$ cat config.mk
export PLATFORM = sky130hd
export DESIGN_NAME = perf_monitor
export DESIGN_NICKNAME = d
export VERILOG_FILES = /design/src/rtl/perf_monitor.sv
export SDC_FILE = /design/constraint.sdc
export NUM_CORES = 1
export LEC_CHECK = 0
export ABC_AREA = 0
export CORE_MARGIN = 1.5
export CORE_UTILIZATION = 40
export CTS_BUF_LIST = sky130_fd_sc_hd__clkbuf_4
export DETAILED_ROUTE_END_ITERATION = 6
export GPL_TIMING_DRIVEN = 0
export PLACE_DENSITY = 0.63
export SETUP_SLACK_MARGIN = 0.1
export SLEW_MARGIN = 10
export SYNTH_ARGS = -nofsm -noshare
export SYNTH_HDL_FRONTEND = slang
export SYNTH_SLANG_ARGS = --single-unit
export TNS_END_PERCENT = 20
$ cat constraint.sdc
create_clock -name clk -period 8.3 [get_ports clk]
set_input_delay 0.83 -clock clk [delete_from_list [all_inputs] [get_ports clk]]
set_output_delay 0.83 -clock clk [all_outputs]
set_load 0.005 [all_outputs]
$ cat src/rtl/perf_monitor.sv
// perf_monitor
//   Performance / termination monitor sitting beside the pipelined datapath.
//   While the program runs it counts cycles, retired instructions, fetch stall
//   cycles and execute flushes. The terminating store (mem_write to TERM_ADDR)
//   freezes every count, after which a bit-serial restoring divider computes
//   CPI x100 = cyc*100 / instret, one quotient bit per clock.
//
// Ports
//   clk          core clock, rising edge
//   reset        asynchronous, active-low
//   clear        synchronous: zero counters and result, abort divider, back to RUN
//   retire_valid WB stage holds a real instruction
//   stall_f      fetch stage stalled
//   flush_e      execute stage flushed
//   mem_write    MEM stage store enable
//   data_adr     MEM stage store address
//   rd_sel       0 cyc, 1 instret, 2 stall, 3 flush, 4 cpi_x100, 5-7 read zero
//   rd_data      selected register value (combinational from rd_sel only)
//   done         high in DIV and FROZEN
//   cpi_valid    high once cpi_x100 holds the final quotient
module perf_monitor #(
   parameter int          CNT_W     = 32,
   parameter logic [31:0] TERM_ADDR = 32'd100
) (
   input  logic             clk,
   input  logic             reset,
   input  logic             clear,
   input  logic             retire_valid,
   input  logic             stall_f,
   input  logic             flush_e,
   input  logic             mem_write,
   input  logic [31:0]      data_adr,
   input  logic [2:0]       rd_sel,
   output logic [CNT_W-1:0] rd_data,
   output logic             done,
   output logic             cpi_valid
);

   // Dividend cyc*100 needs 7 extra bits (100 < 2^7).
   localparam int DW = CNT_W + 7;
   localparam int IW = $clog2(DW);

   localparam logic [1:0] RUN    = 2'd0;
   localparam logic [1:0] DIV    = 2'd1;
   localparam logic [1:0] FROZEN = 2'd2;

   localparam logic [CNT_W-1:0] MAX      = '1;
   localparam logic [DW-1:0]    HUNDRED  = DW'(100);
   localparam logic [IW-1:0]    LAST_IDX = IW'(DW - 1);

   logic [1:0]       state;
   logic [CNT_W-1:0] cyc, instret, stall_cnt, flush_cnt, cpi_x100;
   logic [CNT_W-1:0] rem;
   logic [DW-1:0]    quo;
   logic [IW-1:0]    bit_idx;

   logic [DW-1:0]    dvd;
   logic [CNT_W:0]   rem_sh;
   logic             q_bit;
   logic [CNT_W-1:0] rem_nxt;
   logic [DW-1:0]    quo_nxt;
   logic [CNT_W-1:0] quo_sat;
   logic             term;

   function automatic logic [CNT_W-1:0] sat_inc(input logic [CNT_W-1:0] v, input logic en);
      return (en && v != MAX) ? v + 1'b1 : v;
   endfunction

   assign term = mem_write && (data_adr == TERM_ADDR);

   // Counters hold during DIV, so the dividend is formed straight from cyc
   // and walked MSB-first by bit_idx instead of being shifted out of a copy.
   assign dvd = {7'd0, cyc} * HUNDRED;

   // One restoring step. The remainder stays below instret, so after the
   // subtract it fits CNT_W bits and modular subtraction on the low bits is exact.
   always_comb begin
      rem_sh           = {rem, dvd[bit_idx]};
      q_bit            = rem_sh >= {1'b0, instret};
      rem_nxt          = rem_sh[CNT_W-1:0] - (q_bit ? instret : '0);
      quo_nxt          = quo;
      quo_nxt[bit_idx] = q_bit;
      quo_sat          = (quo_nxt[DW-1:CNT_W] != '0) ? MAX : quo_nxt[CNT_W-1:0];
   end

   always_ff @(posedge clk or negedge reset) begin
      if (!reset) begin
         state     <= RUN;
         cyc       <= '0;
         instret   <= '0;
         stall_cnt <= '0;
         flush_cnt <= '0;
         cpi_x100  <= '0;
         cpi_valid <= 1'b0;
         rem       <= '0;
         quo       <= '0;
         bit_idx   <= '0;
      end else if (clear) begin
         // Clear beats a same-cycle terminating store; this cycle is not counted.
         state     <= RUN;
         cyc       <= '0;
         instret   <= '0;
         stall_cnt <= '0;
         flush_cnt <= '0;
         cpi_x100  <= '0;
         cpi_valid <= 1'b0;
         rem       <= '0;
         quo       <= '0;
         bit_idx   <= '0;
      end else begin
         case (state)
            RUN: begin
               // The terminating cycle's own events are still counted.
               cyc       <= sat_inc(cyc, 1'b1);
               instret   <= sat_inc(instret, retire_valid);
               stall_cnt <= sat_inc(stall_cnt, stall_f);
               flush_cnt <= sat_inc(flush_cnt, flush_e);
               if (term) begin
                  state   <= DIV;
                  rem     <= '0;
                  quo     <= '0;
                  bit_idx <= LAST_IDX;
               end
            end
            DIV: begin
               if (instret == '0) begin
                  // Nothing retired: report 0 rather than dividing by zero.
                  cpi_x100  <= '0;
                  cpi_valid <= 1'b1;
                  state     <= FROZEN;
               end else begin
                  rem <= rem_nxt;
                  quo <= quo_nxt;
                  if (bit_idx == '0) begin
                     cpi_x100  <= quo_sat;
                     cpi_valid <= 1'b1;
                     state     <= FROZEN;
                  end else begin
                     bit_idx <= bit_idx - 1'b1;
                  end
               end
            end
            FROZEN: ;
            default: state <= RUN;
         endcase
      end
   end

   assign done = (state == DIV) || (state == FROZEN);

   always_comb begin
      rd_data = '0;
      case (rd_sel)
         3'd0: rd_data = cyc;
         3'd1: rd_data = instret;
         3'd2: rd_data = stall_cnt;
         3'd3: rd_data = flush_cnt;
         3'd4: rd_data = cpi_x100;
         default: rd_data = '0;
      endcase
   end

endmodule

---- Word-level counts from Yosys, hierarchy flattened ----
Index checks and enable logic that the tools add are counted.
cells by class
  reduce and logical (&&, ||, !) cells .... 27
  equality and inequality tests ........... 16
  multiplexer cells ....................... 46
  $mul .................................... 1
  magnitude comparators ................... 3
  $add $sub $neg .......................... 6
operator list
  operator                                                                 number
  32-bit 2-to-1 mux                                                        21
  32-bit case mux with 5 select lines                                      1
  32-bit by 1-bit adder with 32-bit output (second input constant)         4
  32-bit inequality test (second input constant)                           4
  39-bit 2-to-1 mux                                                        3
  39-bit case mux with 2 select lines                                      1
  32-bit case mux with 2 select lines                                      1
  39-bit bitwise mux                                                       1
  32-bit by 5-bit multiplier with 37-bit output (second input constant)    1
  33-bit by 32-bit greater-or-equal comparator with 1-bit output           1
  32-bit by 7-bit equality test with 1-bit output (second input constant)  1
  32-bit zero test                                                         1
  32-bit subtractor                                                        1
  6-bit 2-to-1 mux                                                         4
  6-bit case mux with 2 select lines                                       1
  2-bit nonzero test                                                       6
  2-bit AND reduction                                                      5
  3-bit inequality test (second input constant)                            3
  2-bit 2-to-1 mux                                                         4
  6-bit by 7-bit < comparator with 1-bit output (second input constant)    1
  7-bit nonzero test                                                       1
  1-bit binary-select mux with 6-bit select                                1
  1-bit demux with 6-bit select                                            1
  3-bit by 2-bit equality test with 1-bit output (second input constant)   2
  other kinds (18)                                                         29
word-level totals
  register bits ........................... 240
  bits of input ports ..................... 42

---- Depth between registers and ports, before layout ----
  depth after elaboration ................. 11
  gate-level depth with buffers ........... 38
  mapped depth without buffers ............ 37

---- Worst setup path before layout ----
No wires, ideal clock.
  path type ............................... register to register
  start point ............................. reg cyc[11]
  end point ............................... reg rem[30]
  arrival time ............................ 7.910 ns
  clock period less this slack ............ 8.043 ns
  setup time .............................. 0.133 ns
  path slack .............................. 0.257 ns
  stages on the path, launching flop included .. 38
  cells stage by stage .................... dfrtp_1 > ha_1 > ha_1 > fa_1 > ha_1 > buf_6 > a21o_1 > o21bai_1 > a211o_1 > o31ai_4 > o21ai_2 > o21a_1 > or4_1 > o2111ai_1 > o31ai_1 > nand4_1 > ha_1 > nand2b_1 > [2 not listed] > o21ai_0 > nand4_1 > a21oi_1 > or2_2 > clkbuf_1 > clkbuf_1 > nand2_1 > ha_1 > a21oi_1 > nand2_1 > a31oi_1 > o21ai_0 > a22oi_1 > o31ai_1 > a221o_1 > a211oi_1 > xor2_1 > o21ai_0
on the way
  cells in the longest elaborated chain, start to end .. 9
RTL lines
  what                                                            line  text
  start: declaration                                              52    logic [CNT_W-1:0] cyc, instret, stall_cnt, flush_cnt, cpi_x100;
  start signal: assignment                                        114   cyc <= sat_inc(cyc, 1'b1);
  32-bit by 5-bit multiplier with 37-bit output (*)               73    assign dvd = {7'd0, cyc} * HUNDRED;
  1-bit binary-select mux with 6-bit select (*)                   78    rem_sh = {rem, dvd[bit_idx]};
  1-bit 2-to-1 mux (not written as such) (*)                      78
  33-bit by 32-bit greater-or-equal comparator with 1-bit output  79    q_bit = rem_sh >= {1'b0, instret};
  32-bit 2-to-1 mux                                               80    rem_nxt = rem_sh[CNT_W-1:0] - (q_bit ? instret : '0);
  32-bit subtractor (*)                                           80
  32-bit 2-to-1 mux (*)                                           126   if (instret == '0) begin
  32-bit case mux with 2 select lines (*)                         111   case (state)
  32-bit 2-to-1 mux (*)                                           98    end else if (clear) begin
  end signal: assignment                                          132   rem <= rem_nxt;
  end: declaration                                                53    logic [CNT_W-1:0] rem;
Mark *: on every way between the ends. The rest lies on a longest branch, timed or not. The select of a mux whose other input is x is not followed.
A chain may end at the register's enable or synchronous reset.

---- Final worst setup path ----
  start point ............................. reg cyc[5]
  end point ............................... reg rem[30]
Same word-level chain as after synthesis.

==> flow_metrics.env <==
export IMPL_status="completed"
export IMPL_grt_usage_pct=25.89
export IMPL_h_tree_depth=3
export IMPL_fp_coreArea_mm2=0.04451
export IMPL_die_w_um=216.1
export IMPL_slew_violations=0
export IMPL_synth_edf_count=0
export IMPL_antenna_found_initial=1
export IMPL_grt_max_degree=103
export IMPL_power_frac_comb_pct=65.1
export IMPL_globalplace_congestion=0.9475
export IMPL_synthTopCellsByCount="dfrtp_1, nor2_1, nand2_1"
export IMPL_overflow=0
export IMPL_first_iter_violations=1213
export IMPL_hp_class="flop to flop"
export IMPL_cp_max_fo=10
export IMPL_tns_ps=0
export IMPL_clk_path_buf_depth=3
export IMPL_setup_viol=0
export IMPL_rsz0062_at_grt="yes"
export IMPL_io_pins=76
export IMPL_clkPwrFrac_pct=16.2
export IMPL_worstPathArrival_ps=8820
export IMPL_crit_type="flop to flop"
export IMPL_syn_area_mm2=0.01816
export IMPL_first_global_vias=16890
export IMPL_routed_via_density=5.878
export IMPL_cts_clk_slew_worst_paths_ps=70
export IMPL_ys_top_cells_by_area="dfrtp_1, ha_1, xor2_1, nor2_1, nand2_1"
export IMPL_syn_inst=2006
export IMPL_pre_cts_ws_ps=-2188
export IMPL_first_pass_iters=5
export IMPL_place_hpwl_um=44440
export IMPL_start_util_pct=40.80
export IMPL_syn_num_nets=2258
export IMPL_fmaxAchievable_ghz=0.1223
export IMPL_ys_seq_area_share_pct=33.07
export IMPL_totalWireLength_um=60660
export IMPL_drv_cap=0
export IMPL_post_route_min_period_ps=8177
export IMPL_port_buffers=73
export IMPL_async_reset_ff_share_pct=100.0
export IMPL_crit_top_cell="ha_4"
export IMPL_yosysTopAreaCell="dfrtp_1"
export IMPL_drc=0
export IMPL_synth_top_area_share_pct=33.07
export IMPL_max_vdd_ir_drop_uv=459.2
export IMPL_die_h_um=216.1
export IMPL_cp_start_kind="flop"
export IMPL_ant_nets=0
export IMPL_drive_above_1_share_pct=15.47
export IMPL_fin_worst_skew_ps=76.68
export IMPL_power_net_switching_mw=3.352
export IMPL_ys_seq_elements=240
export IMPL_p_per_area_mw_per_mm2=323.8
export IMPL_cp_slowest_cell="fa_1"
export IMPL_clkLatencyLatePin_ps=790
export IMPL_wl_per_cell_um=21.25
export IMPL_fin_nets=2465
export IMPL_max_stage_delay_ps=560
export IMPL_clock_sinks=240
export IMPL_fin_util_pct=49.54
export IMPL_internal_power_mw=3.788
export IMPL_end_kind="flop"
export IMPL_synth_flop_cell="dfrtp_1"
export IMPL_dieArea_mm2=0.04669
export IMPL_finalWorstSetupSlack_ps=122.9
export IMPL_hold_violations=0
export IMPL_vias=16780
export IMPL_cts_tree="done"
export IMPL_num_rows=77
export IMPL_synth_most_common_cell="dfrtp_1"
export IMPL_yosysUniqueCellTypes=79
export IMPL_p_seq_share_pct=18.8
export IMPL_timing_final_crit_share_pct=98.52
export IMPL_grt_pass1_wl_um=95150
export IMPL_fin_hold_ws_ps=505.0
export IMPL_p_total_mw=7.139
export IMPL_area_delta_synth_final_pct=21.41
export IMPL_cts_buffers=70
export IMPL_slew_headroom_pct=16.42
export IMPL_netSwitchingFraction_pct=46.95
export IMPL_tightest_slew_ps=1249
export IMPL_syn_avg_cell_area_um2=9.053
export IMPL_worstPathRequired_ps=8940
export IMPL_p_leak_nw=9.810
export IMPL_yosys_warnings=0
export IMPL_cts_root_buffer="clkbuf_4"
[cell type report]
cell class | instances | area (um2)
clock buffer | 102 | 765.7
clock inverter | 19 | 108.9
multi-input combinational | 1616 | 12470
tap | 592 | 740.7
timing repair buffer | 136 | 1269
sequential | 240 | 6035
antenna | 1 | 2.502
buffer | 94 | 447.9
inverter | 55 | 206.4
fill | 4176 | 22460
[registers in the layout, indices dropped and copies added, names as in the netlist]
signal     count
bit_idx        6
instret       32
cpi_valid      1
stall_cnt     32
rem           32
quo           39
cyc           32
flush_cnt     32
state          2
cpi_x100      32
[layer usage]
layer | global-route usage (%) | vias to the layer above | share of wire [%]
li1 | - | 7780 | -
met1 | 33.51 | 8265 | 42
met2 | 43.15 | 587 | 47
met3 | 4.618 | 150 | 6.4
met4 | 9.606 | 0 | 3.7
met5 | 0 | - | 0
[cell families after synthesis]
family	count (synthesis)	share of synthesized area, %
muxes	43	2.521
buffers and inverters	150	3.252
adders and majority gates	210	15.63
and+or+nand+nor	676	17.53
AOI/OAI and AO/OA	513	19.61
DFF	240	33.07
xor gates and xnor gates	174	8.391
[power groups by stage]
stage               clock [mW]  combinational, mW  sequential, mW
finish                    1.15               4.64            1.34
CTS                       1.18               4.34            1.33
floorplan                    0               2.42            1.33
global placement             0               3.42            1.36
detailed placement           0               3.45            1.36
global route              1.24               4.98            1.35
[through the flow]
| stage | std cells | instance area (um2) |
|---|---|---|
| after floorplan | 2006 | 18160 |
| after global placement | 2671 | 19630 |
| after detailed placement | 2673 | 19700 |
| after CTS | 2845 | 21630 |
| after global routing | 2855 | 22050 |
| final | 2855 | 22050 |
[placed cells by master (no fill, tap or decap), types with 9 or more instances in the layout]
master	count
o31ai_1	9
a22o_1	34
nor3_1	24
inv_1	54
xnor2_1	82
nand4_1	49
buf_2	13
o21ai_0	111
clkdlybuf4s50_1	72
dfrtp_1	217
a21o_1	35
nand3_1	52
buf_4	58
dfrtp_2	23
xor2_1	89
a21oi_1	88
nand2_1	193
o21a_1	16
and2_1	24
ha_2	13
mux2i_1	39
a221o_1	65
nor2_1	204
nor4_1	16
ha_1	140
and3_1	30
a21oi_2	14
nor2b_1	14
and4_1	13
fa_1	25
clkbuf_4	102
a31oi_1	30
nand2b_1	13
ha_4	29
clkbuf_1	69
clkinv_1	13
[worst paths after layout]
check	slack (ps)	endpoint	from	cells after the start
min in group asynchronous	600	cyc[2]	reset	2
min reg2reg	510	quo[30]	quo[30]	1
max reg2reg	120	rem[30]	cyc[5]	39
min	510	quo[30]	quo[30]	1
max in group asynchronous	6350	stall_cnt[3]	reset	4
max	120	rem[30]	cyc[5]	39
[timing repair]
item,in CTS,in global routing
setup buffers,50,9
hold buffers,1,0
pin swaps,73,47
gates cloned,1,0
endpoints found under the hold margin,27,0
resized for setup,144,59
endpoints found under the setup margin,31,18
[critical path: cells and delay by family, from the launching register on]
kind	cells	cell delay, ps
flip-flops	1	460
XOR/XNOR	2	340
AO/OA/AOI/OAI	17	3180
buffers and inverters	5	780
adder cells (fa/ha/maj)	5	1390
AND/OR/NAND/NOR	10	1900
No activity file was read; power rests on OpenSTA's default activity.
